--- config.mk ---
export PLATFORM = sky130hd
export DESIGN_NAME = tone_player_flat
export DESIGN_NICKNAME = d
export VERILOG_FILES = /design/src/rtl/tone_player_if.sv /design/src/rtl/tone_player.sv /design/src/flat_wrapper.sv
export SDC_FILE = /design/constraint.sdc
export NUM_CORES = 1
export LEC_CHECK = 0
export ABC_AREA = 1
export CORE_AREA = 2 2 101 103
export DETAILED_ROUTE_END_ITERATION = 8
export DIE_AREA = 0 0 103 105
export PLACE_DENSITY = 0.66
export SYNTH_ARGS = -nofsm -noshare
export SYNTH_HDL_FRONTEND = slang
export SYNTH_SLANG_ARGS = --single-unit
export TNS_END_PERCENT = 30
--- constraint.sdc ---
create_clock -name clk -period 2.9 [get_ports clk]
set_clock_uncertainty 0.1 [all_clocks]
set_input_delay 0.435 -clock clk [delete_from_list [all_inputs] [get_ports clk]]
set_output_delay 0.435 -clock clk [all_outputs]
set_load 0.05 [all_outputs]
--- src/rtl/tone_player_if.sv ---
// rtl/tone_player_if.sv - note code handshake between a sequencer and tone_player
//
// Signals:
//   noteValid  : sequencer -> player, noteSelect holds a valid code
//   noteSelect : sequencer -> player, 4-bit note code (0-6 A..G, 7 rest, 8-15 end)
//   noteReady  : player -> sequencer, a code can be accepted this cycle
//   noteDone   : player -> sequencer, one-cycle pulse when a code finishes
interface tone_player_if;
  logic       noteValid;
  logic [3:0] noteSelect;
  logic       noteReady;
  logic       noteDone;

  modport master (
    output noteValid,
    output noteSelect,
    input  noteReady,
    input  noteDone
  );

  modport slave (
    input  noteValid,
    input  noteSelect,
    output noteReady,
    output noteDone
  );
endinterface

--- src/rtl/tone_player.sv ---
// rtl/tone_player.sv - square-wave note player with fixed note and gap durations
//
// Ports:
//   clk         : single clock, rising edge
//   reset       : asynchronous active-low reset
//   note        : tone_player_if.slave, noteValid/noteSelect in, noteReady/noteDone out
//   stop        : abort the current note and return to IDLE on the next edge
//   audioOut    : square-wave speaker drive
//   audioEnable : amplifier enable, high only while a tone (not a rest) plays
//   busy        : high whenever the player is not IDLE
module tone_player #(
  parameter int unsigned CLK_HZ      = 100000000,
  parameter int unsigned NOTE_CYCLES = 25000000,
  parameter int unsigned GAP_CYCLES  = 2500000
) (
  input  logic          clk,
  input  logic          reset,
  tone_player_if.slave  note,
  input  logic          stop,
  output logic          audioOut,
  output logic          audioEnable,
  output logic          busy
);

  // Half-period, in clk cycles, of each tone A..G (integer division).
  localparam logic [31:0] HALF_A = 32'(CLK_HZ / (2 * 440));
  localparam logic [31:0] HALF_B = 32'(CLK_HZ / (2 * 494));
  localparam logic [31:0] HALF_C = 32'(CLK_HZ / (2 * 523));
  localparam logic [31:0] HALF_D = 32'(CLK_HZ / (2 * 587));
  localparam logic [31:0] HALF_E = 32'(CLK_HZ / (2 * 659));
  localparam logic [31:0] HALF_F = 32'(CLK_HZ / (2 * 698));
  localparam logic [31:0] HALF_G = 32'(CLK_HZ / (2 * 784));

  // Terminal counts of the duration counter. GAP_LAST is unused when
  // GAP_CYCLES is zero, since PLAY then goes straight to DONE.
  localparam logic [31:0] NOTE_LAST = 32'(NOTE_CYCLES - 1);
  localparam logic [31:0] GAP_LAST  = 32'(GAP_CYCLES - 1);
  localparam bit          HAS_GAP   = (GAP_CYCLES != 0);

  localparam logic [3:0]  CODE_REST = 4'd7;

  typedef enum logic [1:0] {
    IDLE = 2'd0,
    PLAY = 2'd1,
    GAP  = 2'd2,
    DONE = 2'd3
  } state_t;

  state_t      state;
  logic [3:0]  code_q;
  logic [31:0] dur_cnt;
  logic [31:0] tone_cnt;
  logic        done_q;
  logic        audio_q;
  logic        enable_q;
  logic        busy_q;

  logic        accept;
  logic [31:0] half_last;

  // A rest has no pitch; its tone counter still runs but never toggles the
  // output, so any non-zero half-period is fine for it.
  function automatic logic [31:0] half_of(input logic [3:0] code);
    case (code)
      4'd0:    half_of = HALF_A;
      4'd1:    half_of = HALF_B;
      4'd2:    half_of = HALF_C;
      4'd3:    half_of = HALF_D;
      4'd4:    half_of = HALF_E;
      4'd5:    half_of = HALF_F;
      4'd6:    half_of = HALF_G;
      default: half_of = 32'd1;
    endcase
  endfunction

  assign note.noteReady = (state == IDLE) && !stop;
  assign accept         = note.noteValid && note.noteReady;
  assign half_last      = half_of(code_q) - 32'd1;

  always_ff @(posedge clk or negedge reset) begin
    if (!reset) begin
      state    <= IDLE;
      code_q   <= 4'd0;
      dur_cnt  <= 32'd0;
      tone_cnt <= 32'd0;
      done_q   <= 1'b0;
      audio_q  <= 1'b0;
      enable_q <= 1'b0;
      busy_q   <= 1'b0;
    end else begin
      case (state)
        IDLE: begin
          done_q   <= 1'b0;
          audio_q  <= 1'b0;
          enable_q <= 1'b0;
          dur_cnt  <= 32'd0;
          tone_cnt <= 32'd0;
          busy_q   <= 1'b0;
          if (accept) begin
            code_q <= note.noteSelect;
            busy_q <= 1'b1;
            if (note.noteSelect[3]) begin
              // End/invalid codes skip straight to the completion pulse.
              state  <= DONE;
              done_q <= 1'b1;
            end else begin
              state    <= PLAY;
              enable_q <= (note.noteSelect != CODE_REST);
            end
          end
        end

        PLAY: begin
          if (stop) begin
            state    <= IDLE;
            dur_cnt  <= 32'd0;
            tone_cnt <= 32'd0;
            audio_q  <= 1'b0;
            enable_q <= 1'b0;
            busy_q   <= 1'b0;
          end else if (dur_cnt == NOTE_LAST) begin
            dur_cnt  <= 32'd0;
            tone_cnt <= 32'd0;
            audio_q  <= 1'b0;
            enable_q <= 1'b0;
            if (HAS_GAP) begin
              state <= GAP;
            end else begin
              state  <= DONE;
              done_q <= 1'b1;
            end
          end else begin
            dur_cnt <= dur_cnt + 32'd1;
            if (tone_cnt == half_last) begin
              tone_cnt <= 32'd0;
              audio_q  <= (code_q != CODE_REST) ? ~audio_q : 1'b0;
            end else begin
              tone_cnt <= tone_cnt + 32'd1;
            end
          end
        end

        GAP: begin
          if (stop) begin
            state   <= IDLE;
            dur_cnt <= 32'd0;
            busy_q  <= 1'b0;
          end else if (dur_cnt == GAP_LAST) begin
            state   <= DONE;
            dur_cnt <= 32'd0;
            done_q  <= 1'b1;
          end else begin
            dur_cnt <= dur_cnt + 32'd1;
          end
        end

        DONE: begin
          // DONE always lasts one cycle, so stop and the normal exit coincide.
          state   <= IDLE;
          done_q  <= 1'b0;
          busy_q  <= 1'b0;
          dur_cnt <= 32'd0;
        end

        default: begin
          state  <= IDLE;
          done_q <= 1'b0;
          busy_q <= 1'b0;
        end
      endcase
    end
  end

  assign note.noteDone = done_q;
  assign audioOut      = audio_q;
  assign audioEnable   = enable_q;
  assign busy          = busy_q;

endmodule

--- src/flat_wrapper.sv ---
// flat-port wrapper written by rule: the top's interface ports become plain ports
module tone_player_flat 
#(
  parameter int unsigned CLK_HZ      = 100000000,
  parameter int unsigned NOTE_CYCLES = 25000000,
  parameter int unsigned GAP_CYCLES  = 2500000
)
  (clk, reset, stop, audioOut, audioEnable, busy, note_noteValid, note_noteSelect, note_noteReady, note_noteDone);
  tone_player_if note_i ();
  input  logic clk;
  input  logic reset;
  input  logic stop;
  output logic audioOut;
  output logic audioEnable;
  output logic busy;
  input wire logic [$bits(note_i.noteValid)-1:0] note_noteValid;
  input wire logic [$bits(note_i.noteSelect)-1:0] note_noteSelect;
  output wire logic [$bits(note_i.noteReady)-1:0] note_noteReady;
  output wire logic [$bits(note_i.noteDone)-1:0] note_noteDone;
  assign note_i.noteValid = note_noteValid;
  assign note_i.noteSelect = note_noteSelect;
  assign note_noteReady = note_i.noteReady;
  assign note_noteDone = note_i.noteDone;
  tone_player #(.CLK_HZ(CLK_HZ), .NOTE_CYCLES(NOTE_CYCLES), .GAP_CYCLES(GAP_CYCLES)) u_core (.clk(clk), .reset(reset), .note(note_i), .stop(stop), .audioOut(audioOut), .audioEnable(audioEnable), .busy(busy));
endmodule
==> impl_metrics.toml, run 1 <==
[clock_tree]
cts_tree = "built"
cts-buffers-inserted = 9
hold_buffers = 0
insertion_delay_ns = 0.36
clkTransAtPathRegs_ns = 0.08
clock_sinks = 74
clock_path_buffers = 2
cts-root-buf = "clkbuf_8"
htree_levels = 3

[final_layout]
fin_nets = 739
antenna_cells = 0
layout.cells.most_common = "nand2_1"
area.growth.synth_to_final_pct = 14.2
drive_gt1_share_pct = 8.79
mostFrequentLayoutCells = "171 x nand2_1, 128 x nor2_1, 71 x inv_1"
fin_cells = 861
fin_util_pct = 56.6
design_area_mm2 = 0.00546
nFillCells = 994

[critical_path]
crit_path_frequent_cell = "inv_1"
worstSetupEndpointType = "output pin"
crit_path_max_fanout = 5
crit_type = "flop to output pin"
r2r_end = "u_core.tone_cnt[8]"
r2r_setup_slack_ns = 0.26
critPathSlowestCell = "clkdlybuf4s50_1"
worstPathCellList = "inv_1, ha_1, inv_1, nor2_1, clkdlybuf4s50_1"
startpoint_type = "flop"
cp_slowest_stage_delay_ns = 0.82
critPathArrivalTime_ns = 2.12
r2r_cells = 22
cp.required_ns = 2.37
r2r-start = "u_core.code_q[1]"

[outcome]
outcome = "completed"

[place]
place_area_mm2 = 0.00510
gp_congestion = 0.940
placedCellCount = 836
io_buffers = 12
hpwl_mm = 8.88

[logic_synthesis]
synth_seq_cells = 74
syn_nets = 704
synth_top_area_cell = "dfrtp_1"
yosysSeqAreaShare_pct = 38.8
yosys.area.top_type_share_pct = 38.8
ys.warnings.count = 0
synth.area.top_cells = "dfrtp_1 39%, nand2_1 14%, nor2_1 10%, xor2_1 6.6%, inv_1 5.6%"
synth_area_mm2 = 0.00478
synthCells = 689
syn_avg_cell_area_um2 = 6.93
synth.distinct_cells = 37

[power]
p_per_area_mw_per_mm2 = 737
p_comb_share_pct = 49.3
finalPower_uw = 4020
intPower_uw = 2350
clockPowerShare_pct = 20.8
switching_share_pct = 41.6
p_leak_uw = 0.00242
p_sw_uw = 1670
max-vdd-ir-drop_v = 0.000333
seq_power_share_pct = 29.9

[sta]
slew_violations = 0
tightest_slew_ns = 0.940
relSlewSlack_pct = 37.3
timing.final.crit_share_pct = 91.5
clock.fmax_mhz = 377
fin_crit_ns = 2.65
final-hold-violation-count = 0
setup_viol = 0

[drt]
first_pass_iters = 6
ant_nets = 0
via_per_inst = 5.25
vias = 4523
totalWireLength_mm = 12.0
first_iter_violations = 303
drcViolationCount = 0
routedWlPerCell_um = 13.9

[flow_run]
drv_cap = 0

[global_route]
gr-total-overflow = 0
grt_pass1_vias = 4233
grt_usage_pct = 23.2
antenna_found_initial = 0
grt_first_pass_wirelength_mm = 19.8
grt_max_degree = 75

[floorplan]
ios = 13
fp.dieW_um = 103
core-area_mm2 = 0.00964
num_rows = 36
fp.dieH_um = 105
start_util_pct = 49.5
dieArea_mm2 = 0.0108

[min_path]
hold_path_class = "input pin to asynchronous set/reset pin"
==> worst max-delay path by stage <==
stage | from | end | slack, ns
floorplan | u_core.code_q[3] | u_core.tone_cnt[31] | 0.35
finish | u_core.state[1] | note_noteReady | 0.25
CTS | u_core.code_q[0] | u_core.tone_cnt[17] | 0.06
global route | u_core.code_q[0] | u_core.tone_cnt[8] | -0.04
detailed placement | u_core.code_q[0] | u_core.tone_cnt[17] | 0.08
global placement | u_core.code_q[2] | u_core.tone_cnt[22] | 0.18
==> critical path, delay by kind of cell, from the launching register on <==
family                   cells  cell delay, ns
buffers and inverters        3            1.02
flip-flops                   1            0.44
adder cells (fa/ha/maj)      1            0.17
AND/OR/NAND/NOR              1            0.12
==> synth_stat cells (all sizes together) <==
| cell | instances |
|---|---|
| clkinv | 5 |
| xnor2 | 6 |
| nor3b | 2 |
| and2 | 2 |
| nand4 | 27 |
| nor4 | 12 |
| xor2 | 36 |
| clkbuf | 1 |
| dfrtp | 74 |
| a31oi | 1 |
| o22ai | 2 |
| or2 | 4 |
| o21a | 1 |
| nand3 | 48 |
| inv | 80 |
| nand3b | 3 |
| a21o | 1 |
| a211oi | 1 |
| nand2 | 179 |
| buf | 4 |
| nor3 | 27 |
| o21ai | 28 |
| o211ai | 1 |
| a21oi | 3 |
| and3 | 1 |
| ha | 7 |
| nor2 | 133 |
==> power groups by stage <==
stage / clock (µW) / sequential (µW) / combinational (µW)
final: 835 / 1200 / 1980
after global routing: 901 / 1220 / 2240
after CTS: 855 / 1190 / 1700
after detailed placement: 0 / 1210 / 1690
after global placement: 0 / 1210 / 1690
after floorplan: 0 / 1250 / 1180
==> area by class of cell <==
type | count | area (µm²) | area share (%)
Multi-Input combinational cell | 525 | 2580 | 47.4
Clock inverter | 2 | 35.0 | 0.642
Tap cell | 133 | 166 | 3.05
Sequential cell | 74 | 1860 | 34.0
Timing Repair Buffer | 29 | 313 | 5.73
Inverter | 85 | 332 | 6.08
Clock buffer | 13 | 169 | 3.10
==> sequential cells by signal, indices dropped and copies added, names as in the netlist <==
register	count
u_core.code_q	4
u_core.state	2
u_core.audioOut	1
u_core.note.noteDone	1
u_core.tone_cnt	32
u_core.busy	1
u_core.audioEnable	1
u_core.dur_cnt	32
==> routing by layer <==
metal | GRT usage (%) | vias to the layer above | part of all wire (%)
met3 | 4.41 | 30 | 3.5
li1 | - | 2284 | -
met5 | 0 | - | 0
met2 | 38.6 | 95 | 49
met1 | 28.7 | 2114 | 44
met4 | 10.3 | 0 | 3.5
==> through the flow <==
stage	TNS (ns)	setup slack, ns	hold slack, ns
after floorplan	0	0.354	0.0394
after global placement	0	0.183	0.344
after detailed placement	0	0.0776	0.351
after CTS	0	0.0635	0.157
after global routing	-0.436	-0.0384	0.175
final	0	0.246	0.102
==> cell families (layout without fill, tap and decap cells) <==
group                      Yosys count  count (layout)  share of synthesized area, %
and+or+nand+nor                    438             438                          40.0
DFF                                 74              74                          38.8
xor gates and xnor gates            42              42                          7.70
adders and majority gates            7               7                          1.83
buffers and inverters               90             129                          7.44
AOI/OAI and AO/OA                   38              38                          4.27
==> timing repair <==
| action | CTS | global route |
|---|---|---|
| buffers inserted | 0 | 7 |
| endpoints found under the setup margin | 0 | 27 |
| gates resized for setup | 0 | 17 |
Power figures use the tool's default switching activity.
==> run 2, diff against run 1 <==
Settings changed: CAP_MARGIN set to 10, CELL_PAD_IN_SITES_DETAIL_PLACEMENT set to 1, CELL_PAD_IN_SITES_GLOBAL_PLACEMENT set to 2, CORE_AREA 2 2 101 103 to 2 2 119 121, DIE_AREA 0 0 103 105 to 0 0 121 123, PLACE_DENSITY 0.66 to unset, PLACE_DENSITY_LB_ADDON set to 0.1.
==> impl_metrics.toml, run 2 (synthesis gave the netlist of run 1 again) <==
[sta]
slew_violations = 0
holdWs_ns = 0.358
finalSetupTns_ns = 0
final-hold-violation-count = 0
fin_crit_ns = 2.76
clock.fmax_mhz = 362
rsz0062_at_grt = "yes"
tightest_slew_ns = 0.637
relSlewSlack_pct = 57.1
timing.final.crit_share_pct = 95.2
setup_viol = 0

[critical_path]
critPathLaunch = "u_core.code_q[3]"
r2r_end = "u_core.tone_cnt[3]"
crit_end = "u_core.tone_cnt[3]"
crit_type = "flop to flop"
crit_path_frequent_cell = "nand2_1"
startpoint_type = "flop"
worstPathCellList = "nor2_4, nand2_2, inv_2, nor2_4, nand2_2, inv_2, ha_4, inv_2, nand2_1, nand2_1, nor2_1, nand2_1, nor2_1, nand2_1, nor2_2, nand3_2, nor2_1, nand2_1, nand2_2, nand2_4, inv_8, clkbuf_16, nor2_2"
crit_path_max_fanout = 6
cp.required_ns = 3.03
r2r_cells = 23
r2r-start = "u_core.code_q[3]"
cp_slowest_stage_delay_ns = 0.47
critPathSlowestCell = "dfrtp_2"
worstSetupEndpointType = "flop"
r2r_setup_slack_ns = 0.14
critPathArrivalTime_ns = 2.89

[global_route]
grt_first_pass_wirelength_mm = 24.6
grt_pass1_vias = 4821
gr-total-overflow = 0
grt_usage_pct = 21.3
grt_max_degree = 39
antenna_found_initial = 0

[drt]
drcViolationCount = 0
first_pass_iters = 4
ant_nets = 0
routedWlPerCell_um = 16.5
totalWireLength_mm = 15.2
first_iter_violations = 251
vias = 4673
via_per_inst = 5.07

[clock_tree]
htree_levels = 3
cts-root-buf = "clkbuf_16"
clock_path_buffers = 2
insertion_delay_ns = 0.35
clkTransAtPathRegs_ns = 0.06
cts-buffers-inserted = 9
clock_sinks = 74
cts_tree = "built"

[final_layout]
nFillCells = 1738
antenna_cells = 0
seq_area_mm2 = 0.00186
multiInputGateArea_mm2 = 0.00268
area.growth.synth_to_final_pct = 21.5
design_area_mm2 = 0.00580
mostFrequentLayoutCells = "165 x nand2_1, 113 x nor2_1, 70 x dfrtp_1"
fin_nets = 752
fin_cells = 922
layout.cells.most_common = "nand2_1"
drive_gt1_share_pct = 13.6
largestRegisters = "u_core.dur_cnt (32), u_core.tone_cnt (32), u_core.code_q (4)"

[floorplan]
core-area_mm2 = 0.0136
num_rows = 43
dieArea_mm2 = 0.0149
start_util_pct = 35.1
fp.dieH_um = 123
ios = 13
fp.dieW_um = 121

[power]
finalPower_uw = 4760
max-vdd-ir-drop_v = 0.000369
p_leak_uw = 0.00254
p_per_area_mw_per_mm2 = 819

[place]
io_buffers = 12
placedCellCount = 892
gp_congestion = 0.918
hpwl_mm = 11.4
place_area_mm2 = 0.00522

[min_path]
hold_path_class = "flop to flop"

[flow_run]
drv_cap = 0

[outcome]
outcome = "completed"
==> run 2: cell types whose count changed in the layout (fill, tap and decap cells not counted), sizes merged <==
cell         before  now
clkbuf           15   13
bufinv            1    2
dlygate4sd3       0    1
inv              78   80
buf              16   28
==> run 2: metal layers <==
| layer | wire, µm | GRT usage (%) | share of wire, % | vias up |
|---|---|---|---|---|
| met2 | 7930 | 38.7 | 52 | 45 |
| met1 | 6660 | 25.4 | 44 | 2294 |
| met5 | 0 | 0 | 0 | - |
| li1 | - | - | - | 2312 |
| met3 | 262 | 3.97 | 1.7 | 22 |
| met4 | 383 | 7.12 | 2.5 | 0 |
==> run 2: through the flow <==
step	utilization, %	setup slack [ns]
after floorplan	-	0.354
after global placement	38.3	0.0179
after detailed placement	38.3	-0.0144
after CTS	40.7	0.00455
after global routing	42.6	-0.120
final	42.6	0.139
==> run 2: cell type report <==
| class | instances | area share (%) |
|---|---|---|
| clock buffer | 11 | 4.01 |
| inverter | 85 | 5.67 |
| tap | 180 | 3.88 |
| timing repair buffer | 42 | 6.83 |
| sequential | 74 | 32.0 |
| multi-input combinational | 525 | 46.2 |
| clock inverter | 5 | 1.36 |
==> run 2: worst max-delay path: cells and delay by family, from the launching register on <==
kind / cells / cell delay (ns)
adders and majority gates: 1 / 0.26
DFF: 1 / 0.47
buffers and inverters: 5 / 0.39
and+or+nand+nor: 17 / 1.44
==> run 2: power by group <==
| part | leakage, µW | total [µW] | internal, µW | switching [µW] |
|---|---|---|---|---|
| registers | 0.00102 | 1220 | 1110 | 112 |
| clock network | 0.000153 | 1210 | 753 | 456 |
| logic | 0.00137 | 2320 | 888 | 1440 |
==> run 2: worst min path at each step <==
stage                          to              start  depth (start not counted)
5_1_grt         u_core.dur_cnt[0]  u_core.dur_cnt[0]                          1
3_5_place_dp    u_core.dur_cnt[0]  u_core.dur_cnt[0]                          1
2_1_floorplan  u_core.audioEnable              reset                          0
3_3_place_gp     u_core.code_q[1]              reset                          1
6_report        u_core.dur_cnt[0]  u_core.dur_cnt[0]                          1
4_1_cts         u_core.dur_cnt[0]  u_core.dur_cnt[0]                          1
==> run 2: what timing repair did <==
item | in CTS | in global routing
hold endpoints to repair | 8 | 0
gates resized for setup | 2 | 43
gates cloned | 0 | 3
setup buffers | 1 | 9
endpoints found under the setup margin | 26 | 29
pin swaps | 1 | 14
hold buffers | 1 | 0
